`src/rtl/branch_unit_if.sv`:
```
// Dispatch, CDB-snoop and broadcast signals of the branch execution unit.
// master = dispatch/arbiter side, slave = the branch unit itself.
interface branch_unit_if;
    logic        dispatch_valid;
    logic [31:0] dispatch_pc;
    logic [2:0]  dispatch_op;
    logic        rs1_ready;
    logic [31:0] rs1_val;
    logic [31:0] rs1_tag;
    logic        rs2_ready;
    logic [31:0] rs2_val;
    logic [31:0] rs2_tag;
    logic        cdb_active;
    logic [31:0] cdb_addr;
    logic [31:0] cdb_val;
    logic        bu_full;
    logic        cdb_req;
    logic        cdb_grant;
    logic        out_active;
    logic [31:0] out_addr;
    logic [31:0] out_val;

    modport master (
        output dispatch_valid, dispatch_pc, dispatch_op,
        output rs1_ready, rs1_val, rs1_tag, rs2_ready, rs2_val, rs2_tag,
        output cdb_active, cdb_addr, cdb_val, cdb_grant,
        input  bu_full, cdb_req, out_active, out_addr, out_val
    );

    modport slave (
        input  dispatch_valid, dispatch_pc, dispatch_op,
        input  rs1_ready, rs1_val, rs1_tag, rs2_ready, rs2_val, rs2_tag,
        input  cdb_active, cdb_addr, cdb_val, cdb_grant,
        output bu_full, cdb_req, out_active, out_addr, out_val
    );
endinterface

```
`src/rtl/branch_unit.sv`:
```
// Branch reservation station: waits for operands (dispatch bypass + CDB snoop),
// evaluates the lowest-index ready branch and broadcasts {pc, taken} on the CDB.
module branch_unit #(
    parameter int BU_SIZE   = 4,
    parameter int BU_SIZE_W = 2
) (
    input  logic clk_in,
    input  logic rst_in,
    input  logic rdy_in,
    input  logic flush,
    branch_unit_if.slave bus
);
    localparam int CW = BU_SIZE_W + 1;

    logic [BU_SIZE-1:0] valid_q, valid_d;
    logic [BU_SIZE-1:0] r1_rdy_q, r1_rdy_d, r2_rdy_q, r2_rdy_d;
    logic [2:0]         op_q     [BU_SIZE];
    logic [2:0]         op_d     [BU_SIZE];
    logic [31:0]        pc_q     [BU_SIZE];
    logic [31:0]        pc_d     [BU_SIZE];
    logic [31:0]        r1_val_q [BU_SIZE];
    logic [31:0]        r1_val_d [BU_SIZE];
    logic [31:0]        r1_tag_q [BU_SIZE];
    logic [31:0]        r1_tag_d [BU_SIZE];
    logic [31:0]        r2_val_q [BU_SIZE];
    logic [31:0]        r2_val_d [BU_SIZE];
    logic [31:0]        r2_tag_q [BU_SIZE];
    logic [31:0]        r2_tag_d [BU_SIZE];

    logic               res_valid_q, res_valid_d;
    logic [31:0]        res_pc_q, res_pc_d;
    logic               res_taken_q, res_taken_d;
    logic [CW-1:0]      count_q, count_d;

    logic               snoop_ok;
    logic [BU_SIZE-1:0] r1_hit, r2_hit, ready_vec;
    logic               issue_found, free_found, do_issue, do_disp, grant_free;
    logic [BU_SIZE_W-1:0] issue_idx, free_idx;

    function automatic logic br_taken(input logic [2:0] op, input logic [31:0] a,
                                      input logic [31:0] b);
        case (op)
            3'b000:  br_taken = (a == b);
            3'b001:  br_taken = (a != b);
            3'b100:  br_taken = ($signed(a) <  $signed(b));
            3'b101:  br_taken = ($signed(a) >= $signed(b));
            3'b110:  br_taken = (a <  b);
            3'b111:  br_taken = (a >= b);
            default: br_taken = 1'b0;
        endcase
    endfunction

    // A zero producer address means "no producer", so it never wakes anything.
    assign snoop_ok = bus.cdb_active && (bus.cdb_addr != 32'd0);

    for (genvar gi = 0; gi < BU_SIZE; gi++) begin : g_entry
        assign r1_hit[gi]    = valid_q[gi] && !r1_rdy_q[gi] && snoop_ok
                               && (bus.cdb_addr == r1_tag_q[gi]);
        assign r2_hit[gi]    = valid_q[gi] && !r2_rdy_q[gi] && snoop_ok
                               && (bus.cdb_addr == r2_tag_q[gi]);
        assign ready_vec[gi] = valid_q[gi] && r1_rdy_q[gi] && r2_rdy_q[gi];
    end

    assign bus.bu_full    = (count_q == CW'(BU_SIZE));
    assign bus.cdb_req    = res_valid_q && !flush;
    assign bus.out_active = res_valid_q && bus.cdb_grant && rdy_in && !flush;
    assign bus.out_addr   = res_pc_q;
    assign bus.out_val    = {31'd0, res_taken_q};

    always_comb begin
        valid_d     = valid_q;
        r1_rdy_d    = r1_rdy_q;
        r2_rdy_d    = r2_rdy_q;
        op_d        = op_q;
        pc_d        = pc_q;
        r1_val_d    = r1_val_q;
        r1_tag_d    = r1_tag_q;
        r2_val_d    = r2_val_q;
        r2_tag_d    = r2_tag_q;
        res_valid_d = res_valid_q;
        res_pc_d    = res_pc_q;
        res_taken_d = res_taken_q;
        count_d     = count_q;
        issue_found = 1'b0;
        issue_idx   = '0;
        free_found  = 1'b0;
        free_idx    = '0;
        do_issue    = 1'b0;
        do_disp     = 1'b0;
        grant_free  = 1'b0;

        // Descending scan so the lowest index wins.
        for (int i = BU_SIZE - 1; i >= 0; i--) begin
            if (ready_vec[i]) begin
                issue_found = 1'b1;
                issue_idx   = BU_SIZE_W'(i);
            end
            if (!valid_q[i]) begin
                free_found = 1'b1;
                free_idx   = BU_SIZE_W'(i);
            end
        end

        if (flush) begin
            valid_d     = '0;
            res_valid_d = 1'b0;
            res_pc_d    = 32'd0;
            res_taken_d = 1'b0;
            count_d     = '0;
        end else if (rdy_in) begin
            for (int i = 0; i < BU_SIZE; i++) begin
                if (r1_hit[i]) begin
                    r1_rdy_d[i] = 1'b1;
                    r1_val_d[i] = bus.cdb_val;
                end
                if (r2_hit[i]) begin
                    r2_rdy_d[i] = 1'b1;
                    r2_val_d[i] = bus.cdb_val;
                end
            end

            grant_free = res_valid_q && bus.cdb_grant;
            if (grant_free)
                res_valid_d = 1'b0;

            // Selection uses pre-snoop readiness; wakeups count from next cycle.
            do_issue = (!res_valid_q || grant_free) && issue_found;
            if (do_issue) begin
                res_valid_d          = 1'b1;
                res_pc_d             = pc_q[issue_idx];
                res_taken_d          = br_taken(op_q[issue_idx], r1_val_q[issue_idx],
                                                r2_val_q[issue_idx]);
                valid_d[issue_idx]   = 1'b0;
            end

            do_disp = bus.dispatch_valid && !bus.bu_full && free_found;
            if (do_disp) begin
                valid_d[free_idx]  = 1'b1;
                op_d[free_idx]     = bus.dispatch_op;
                pc_d[free_idx]     = bus.dispatch_pc;
                r1_tag_d[free_idx] = bus.rs1_tag;
                r2_tag_d[free_idx] = bus.rs2_tag;
                r1_rdy_d[free_idx] = bus.rs1_ready
                                     || (snoop_ok && bus.cdb_addr == bus.rs1_tag);
                r2_rdy_d[free_idx] = bus.rs2_ready
                                     || (snoop_ok && bus.cdb_addr == bus.rs2_tag);
                r1_val_d[free_idx] = bus.rs1_ready ? bus.rs1_val : bus.cdb_val;
                r2_val_d[free_idx] = bus.rs2_ready ? bus.rs2_val : bus.cdb_val;
            end

            count_d = count_q + CW'(do_disp) - CW'(do_issue);
        end
    end

    always_ff @(posedge clk_in or posedge rst_in) begin
        if (rst_in) begin
            valid_q     <= '0;
            r1_rdy_q    <= '0;
            r2_rdy_q    <= '0;
            res_valid_q <= 1'b0;
            res_pc_q    <= 32'd0;
            res_taken_q <= 1'b0;
            count_q     <= '0;
            for (int i = 0; i < BU_SIZE; i++) begin
                op_q[i]     <= 3'd0;
                pc_q[i]     <= 32'd0;
                r1_val_q[i] <= 32'd0;
                r1_tag_q[i] <= 32'd0;
                r2_val_q[i] <= 32'd0;
                r2_tag_q[i] <= 32'd0;
            end
        end else begin
            valid_q     <= valid_d;
            r1_rdy_q    <= r1_rdy_d;
            r2_rdy_q    <= r2_rdy_d;
            res_valid_q <= res_valid_d;
            res_pc_q    <= res_pc_d;
            res_taken_q <= res_taken_d;
            count_q     <= count_d;
            op_q        <= op_d;
            pc_q        <= pc_d;
            r1_val_q    <= r1_val_d;
            r1_tag_q    <= r1_tag_d;
            r2_val_q    <= r2_val_d;
            r2_tag_q    <= r2_tag_d;
        end
    end
endmodule
```
`src/flat_wrapper.sv`:
```
// flat-port wrapper written by rule: the top's interface ports become plain ports
module branch_unit_flat 
#(
    parameter int BU_SIZE   = 4,
    parameter int BU_SIZE_W = 2
)
  (clk_in, rst_in, rdy_in, flush, bus_dispatch_valid, bus_dispatch_pc, bus_dispatch_op, bus_rs1_ready, bus_rs1_val, bus_rs1_tag, bus_rs2_ready, bus_rs2_val, bus_rs2_tag, bus_cdb_active, bus_cdb_addr, bus_cdb_val, bus_cdb_grant, bus_bu_full, bus_cdb_req, bus_out_active, bus_out_addr, bus_out_val);
  branch_unit_if bus_i ();
  input  logic clk_in;
  input  logic rst_in;
  input  logic rdy_in;
  input  logic flush;
  input wire logic [$bits(bus_i.dispatch_valid)-1:0] bus_dispatch_valid;
  input wire logic [$bits(bus_i.dispatch_pc)-1:0] bus_dispatch_pc;
  input wire logic [$bits(bus_i.dispatch_op)-1:0] bus_dispatch_op;
  input wire logic [$bits(bus_i.rs1_ready)-1:0] bus_rs1_ready;
  input wire logic [$bits(bus_i.rs1_val)-1:0] bus_rs1_val;
  input wire logic [$bits(bus_i.rs1_tag)-1:0] bus_rs1_tag;
  input wire logic [$bits(bus_i.rs2_ready)-1:0] bus_rs2_ready;
  input wire logic [$bits(bus_i.rs2_val)-1:0] bus_rs2_val;
  input wire logic [$bits(bus_i.rs2_tag)-1:0] bus_rs2_tag;
  input wire logic [$bits(bus_i.cdb_active)-1:0] bus_cdb_active;
  input wire logic [$bits(bus_i.cdb_addr)-1:0] bus_cdb_addr;
  input wire logic [$bits(bus_i.cdb_val)-1:0] bus_cdb_val;
  input wire logic [$bits(bus_i.cdb_grant)-1:0] bus_cdb_grant;
  output wire logic [$bits(bus_i.bu_full)-1:0] bus_bu_full;
  output wire logic [$bits(bus_i.cdb_req)-1:0] bus_cdb_req;
  output wire logic [$bits(bus_i.out_active)-1:0] bus_out_active;
  output wire logic [$bits(bus_i.out_addr)-1:0] bus_out_addr;
  output wire logic [$bits(bus_i.out_val)-1:0] bus_out_val;
  assign bus_i.dispatch_valid = bus_dispatch_valid;
  assign bus_i.dispatch_pc = bus_dispatch_pc;
  assign bus_i.dispatch_op = bus_dispatch_op;
  assign bus_i.rs1_ready = bus_rs1_ready;
  assign bus_i.rs1_val = bus_rs1_val;
  assign bus_i.rs1_tag = bus_rs1_tag;
  assign bus_i.rs2_ready = bus_rs2_ready;
  assign bus_i.rs2_val = bus_rs2_val;
  assign bus_i.rs2_tag = bus_rs2_tag;
  assign bus_i.cdb_active = bus_cdb_active;
  assign bus_i.cdb_addr = bus_cdb_addr;
  assign bus_i.cdb_val = bus_cdb_val;
  assign bus_i.cdb_grant = bus_cdb_grant;
  assign bus_bu_full = bus_i.bu_full;
  assign bus_cdb_req = bus_i.cdb_req;
  assign bus_out_active = bus_i.out_active;
  assign bus_out_addr = bus_i.out_addr;
  assign bus_out_val = bus_i.out_val;
  branch_unit #(.BU_SIZE(BU_SIZE), .BU_SIZE_W(BU_SIZE_W)) u_core (.clk_in(clk_in), .rst_in(rst_in), .rdy_in(rdy_in), .flush(flush), .bus(bus_i));
endmodule
```
`config.mk`:
```
export PLATFORM = sky130hd
export DESIGN_NAME = branch_unit_flat
export DESIGN_NICKNAME = d
export VERILOG_FILES = /design/src/rtl/branch_unit_if.sv /design/src/rtl/branch_unit.sv /design/src/flat_wrapper.sv
export SDC_FILE = /design/constraint.sdc
export NUM_CORES = 2
export LEC_CHECK = 0
export CAP_MARGIN = 0
export CORE_UTILIZATION = 53
export DETAILED_ROUTE_END_ITERATION = 10
export PLACE_DENSITY = 0.77
export SLEW_MARGIN = 25
export SYNTH_ARGS = -nofsm -noshare
export SYNTH_HDL_FRONTEND = slang
export SYNTH_SLANG_ARGS = --single-unit
```
`constraint.sdc`:
```
create_clock -name clk_in -period 23.6 [get_ports clk_in]
set_input_delay 4.72 -clock clk_in [delete_from_list [all_inputs] [get_ports clk_in]]
set_output_delay 4.72 -clock clk_in [all_outputs]
set_load 0.01 [all_outputs]
```
; ---- Word level (Yosys, flattened, before mapping)
; Cells that the tools add are included.
[op_classes]
add_sub_neg = 2
magnitude_cmp = 11
eq_ne = 18
muxes = 117
bitwise_logic = 6
reduce_logical = 68
[ops]
columns = operator, n
row1 = 32-bit two-way mux, 36
row2 = 128-bit bitwise mux, 5
row3 = 32-bit equality test, 11
row4 = 128-bit two-way mux, 2
row5 = 32-bit binary-select mux with 2-bit select, 3
row6 = 32-bit demux with 2-bit select, 1
row7 = 32-bit greater-or-equal comparator, 2
row8 = 32-bit less-than comparator, 2
row9 = 1-bit logical AND, 45
row10 = 1-bit two-way mux, 41
row11 = 4-bit two-way mux, 8
row12 = 32-bit inequality test, 1
row13 = 32-bit nonzero test, 1
row14 = 2-bit two-way mux, 8
row15 = "3-bit equality test, second input constant", 5
row16 = 3-bit two-way mux, 5
row17 = 12-bit bitwise mux, 1
row18 = 1-bit logical NOT, 11
row19 = 4-bit bitwise mux, 2
row20 = 3-bit binary-select mux with 2-bit select, 1
row21 = 3-bit demux with 2-bit select, 1
row22 = "3-bit greater-or-equal comparator, second input constant", 2
row23 = "2-bit by 3-bit less-than comparator with 1-bit output, second input constant", 2
row24 = 2-bit NOT with 3-bit output, 2
row25 = 17 further kinds, 24
[word_totals]
regBits = 701
input_bits = 236
output_inout_bits = 67
wordCells = 253

; ---- Logic depth before layout (Yosys ltp)
[logic_depth]
depth_word = 19
depth_mapped = 15
mapped_depth_nobuf = 13

; ---- Worst setup path after synthesis
; OpenSTA, ideal clock, no wires.
[synth_path]
kind = input to output
startpoint = in flush
endpoint = out bus_out_active
arrival_ps = 5407
path_slack_ps = 13473
stages = 3
n_path_buf = 1
cell_sequence = clkbuf_1 -> nor2b_1 -> and3_1
[synth_between]
elab_chain_len = 2
[synth_lines]
columns = item, line_no
row1 = from (decl), flat_wrapper.sv:12  ; input logic flush;
row2 = 1-bit logical NOT, branch_unit.sv:66  ; assign bus.out_active = res_valid_q && bus.cdb_grant && rdy_in && !flush;
row3 = 1-bit logical AND, branch_unit.sv:66
row4 = to (decl), flat_wrapper.sv:28  ; output wire logic [$bits(bus_i.out_active)-1:0] bus_out_active;
; Every way passes these cells.

; ---- Worst setup path after layout
; Same ends and word-level chain as after synthesis.

==> flow_metrics.env <==
export IMPL_status="complete, no violations"
export IMPL_clk_pin_slew_worst_paths_ps=60
export IMPL_path_class="in -> out"
export IMPL_cpLargestDelayFamily="buffers and inverters"
export IMPL_drive_above_1_share=0.1957
export IMPL_maxCapViolations=0
export IMPL_cts_setup_buffers=0
export IMPL_setup_violations_final=0
export IMPL_post_cts_resized=0
export IMPL_vias=27680
export IMPL_r2r_slack_ps=18590
export IMPL_synth_flop_cell="dfrtp_1"
export IMPL_design_area_sq_um=40680
export IMPL_powerDensity_nw_per_um2=87.84
export IMPL_dp_slack_ps=12370
export IMPL_cp_required_ps=18880
export IMPL_port_buffers=271
export IMPL_critPathMaxStageDelay_ps=730
export IMPL_dpl_instance_area_sq_um=38100
export IMPL_tns_ps=0
export IMPL_p_sw_mw=1.028
export IMPL_crit_end="bus_out_active"
export IMPL_grt_usage=0.3206
export IMPL_initial_utilization=0.5393
export IMPL_cts_tree="done"
export IMPL_critPathMostFrequentCell="clkdlybuf4s50_1"
export IMPL_hpwlAfterDp_um=64120
export IMPL_slew_headroom=0.2763
export IMPL_cp_slowest_cell="clkdlybuf4s50_1"
export IMPL_syn_inst=3201
export IMPL_initialDrtViolationCount=3829
export IMPL_p_int_mw=2.545
export IMPL_p_clk_frac=0.339
export IMPL_synth_cell_type_count=52
export IMPL_syn_avg_cell_area_sq_um=10.90
export IMPL_seqPwrFrac=0.452
export IMPL_max_clock_freq_mhz=89.08
export IMPL_start_kind="input port"
export IMPL_first_global_vias=28030
export IMPL_ios=303
export IMPL_synth_edff_count=0
export IMPL_fp_row_count=93
export IMPL_min_path_type="reg -> reg"
export IMPL_filler_cell_count=5107
export IMPL_pwr_share_comb=0.209
export IMPL_grt_pass1_wl_um=165200
export IMPL_end_kind="output port"
export IMPL_period_minus_slack_ps=11230
export IMPL_clk_latency_ps=630
export IMPL_crit_chain="clkdlybuf4s50_1, nor2b_1, and3_1, clkdlybuf4s50_1"
export IMPL_die_x_um=258.6
export IMPL_rsz0062_at_grt="false"
export IMPL_drtAntennaViolNets=0
export IMPL_ys_seq_area_frac=0.5027
export IMPL_peakVddDrop_mv=0.05777
export IMPL_swShare=0.2877
export IMPL_leakage_nw=17.75
export IMPL_detail_route_first_pass_iterations=9
export IMPL_worst_slack_ps=12370
export IMPL_fin_skew_ps=25.67
export IMPL_synth_seq_cells=701
export IMPL_drt_wl_total_um=108100
export IMPL_drcViolationCount=0
export IMPL_dieArea_sq_um=66870
export IMPL_r2r_cells=13
export IMPL_antenna_found_initial=8
export IMPL_whs_ps=475.7
export IMPL_r2r_start="u_core.valid_q[1]"
export IMPL_h_tree_depth=3
export IMPL_fin_crit_sh=0.4757
export IMPL_cts_path_max_buffers=3
export IMPL_worstSetupStartpoint="flush"
export IMPL_grt_max_degree=258
export IMPL_path_depth=4
export IMPL_numClockSinks=701
export IMPL_nets=3606
export IMPL_ctsHoldBuffers=0
export IMPL_coreArea_sq_um=64700
export IMPL_ys_async_sr_fraction=1.000
export IMPL_cts_buffers=76
export IMPL_via_per_inst=6.507
export IMPL_hold_viol=0
export IMPL_path_max_fanout=11
export IMPL_root_buffer="clkbuf_16"
export IMPL_r2r_end="u_core.res_taken_q"
export IMPL_min_from="u_core.bus.out_addr[10]"
export IMPL_crit_arrival_ps=6510
export IMPL_worst_slew_pin_transition_ps=1085
export IMPL_synth_area_sq_um=34890
export IMPL_place_congestion=0.8610
export IMPL_syn2layout_area_growth_pct=16.58
export IMPL_synth_warnings=0
export IMPL_path_buf_inv=2
export IMPL_wire_per_inst_um=25.42
export IMPL_die_h_um=258.6
export IMPL_drv_slew=0
export IMPL_gr_total_overflow=0
-- through the flow --
step,util,cells,power [mW]
after floorplan,-,3231,2.130
after global placement,0.5889,4111,2.319
after detailed placement,0.5889,4111,2.357
after CTS,0.6281,4247,3.573
after global routing,0.6287,4252,3.733
final,0.6287,4253,3.573
-- layout make-up --
cell class                      instances  area (sq um)  share of cell area
Antenna cell                            5         12.51           0.0003076
Clock buffer                          116          2315             0.05690
Clock inverter                         20         220.2            0.005414
Inverter                               12         48.80            0.001200
Multi-Input combinational cell       2215         16270              0.4000
Sequential cell                       701         17540              0.4312
Tap cell                              855          1070             0.02630
Timing Repair Buffer                  329          3199             0.07865
-- flip-flops by register name, summed over array words and instances, names as in the netlist --
signal / cells
u_core.pc_q: 128
u_core.r1_tag_q: 128
u_core.r1_val_q: 128
u_core.r2_tag_q: 128
u_core.r2_val_q: 128
u_core.bus.out_addr: 32
u_core.op_q: 12
u_core.r1_rdy_q: 4
u_core.r2_rdy_q: 4
u_core.valid_q: 4
u_core.count_q: 3
u_core.res_taken_q: 1
u_core.res_valid_q: 1
-- layer usage --
layer,vias up,GRT usage,share of wire
li1,11850,-,-
met1,13850,0.4274,0.39
met2,1680,0.5089,0.47
met3,291,0.07160,0.10
met4,8,0.1290,0.036
met5,-,0,0.00048
-- cells in the final DEF (no fill, tap or decap), types with 4 or more instances in the layout --
master and instances:
clkbuf_8 22, mux2_2 460, a21oi_4 8, clkbuf_16 78, and3_1 6, nand4_1 74, nand2_1 56, bufinv_16 4
clkinv_2 12, clkdlybuf4s50_1 269, xnor2_1 247, nor2_1 331, a211oi_1 5, xor2_1 75, inv_1 11, o31ai_1 5
nor4_1 35, nand3_1 19, a21boi_0 31, conb_1 31, ha_1 34, o21ai_0 8, dfrtp_1 701, and4_1 5
diode_2 5, o22a_1 11, a222oi_1 63, nor3_1 47, a21oi_1 303, a21o_1 33, clkbuf_1 16, o22ai_1 286
buf_4 53
-- cell families (layout without fill, tap and decap cells) --
group	count (synthesis)	after routing	share of synthesized area
compound gates	773	773	0.1387
xor+xnor	322	322	0.08082
fa+ha+maj	35	35	0.01277
buf+inv	315	477	0.03905
flops	701	701	0.5027
mux	462	462	0.1490
other cells	1	36	0.0001075
simple gates	592	592	0.07681
-- cells in the mapped netlist, drive strengths merged (56+ instances only) --
cell | number | share of area
a21oi | 311 | 0.045
nor2 | 334 | 0.036
nand4 | 74 | 0.013
nand2 | 56 | 0.0060
a222oi | 63 | 0.018
clkbuf | 183 | 0.020
dfrtp | 701 | 0.50
xor2 | 75 | 0.019
xnor2 | 247 | 0.062
o22ai | 286 | 0.051
buf | 120 | 0.018
mux2 | 460 | 0.15
-- power groups by stage --
stage | sequential [mW] | clock [mW] | combinational, mW
CTS | 1.61 | 1.23 | 0.740
floorplan | 1.59 | 0 | 0.539
detailed placement | 1.62 | 0 | 0.734
finish | 1.62 | 1.21 | 0.746
global route | 1.64 | 1.27 | 0.822
global placement | 1.61 | 0 | 0.707
-- worst register-to-register path, stage by stage (launching register included) --
cell      delay [ps]
dfrtp_1          420
nand3_1          310
nor2_4           890
buf_4            620
a222oi_1         220
a21boi_0         200
ha_1             370
nand4_1          170
nor4_1           670
nand3_1          310
xnor2_1          220
and4_1           220
a21oi_1          140
o211ai_1         120
-- worst min path at each step --
| stage | to | cells after the start |
|---|---|---|
| floorplan | u_core.op_q[7] | 1 |
| detailed placement | u_core.bus.out_addr[10] | 1 |
| CTS | u_core.bus.out_addr[10] | 1 |
| global route | u_core.bus.out_addr[10] | 1 |
| finish | u_core.bus.out_addr[10] | 1 |
| global placement | u_core.bus.out_addr[8] | 1 |
(Power assumes the default switching activity.)
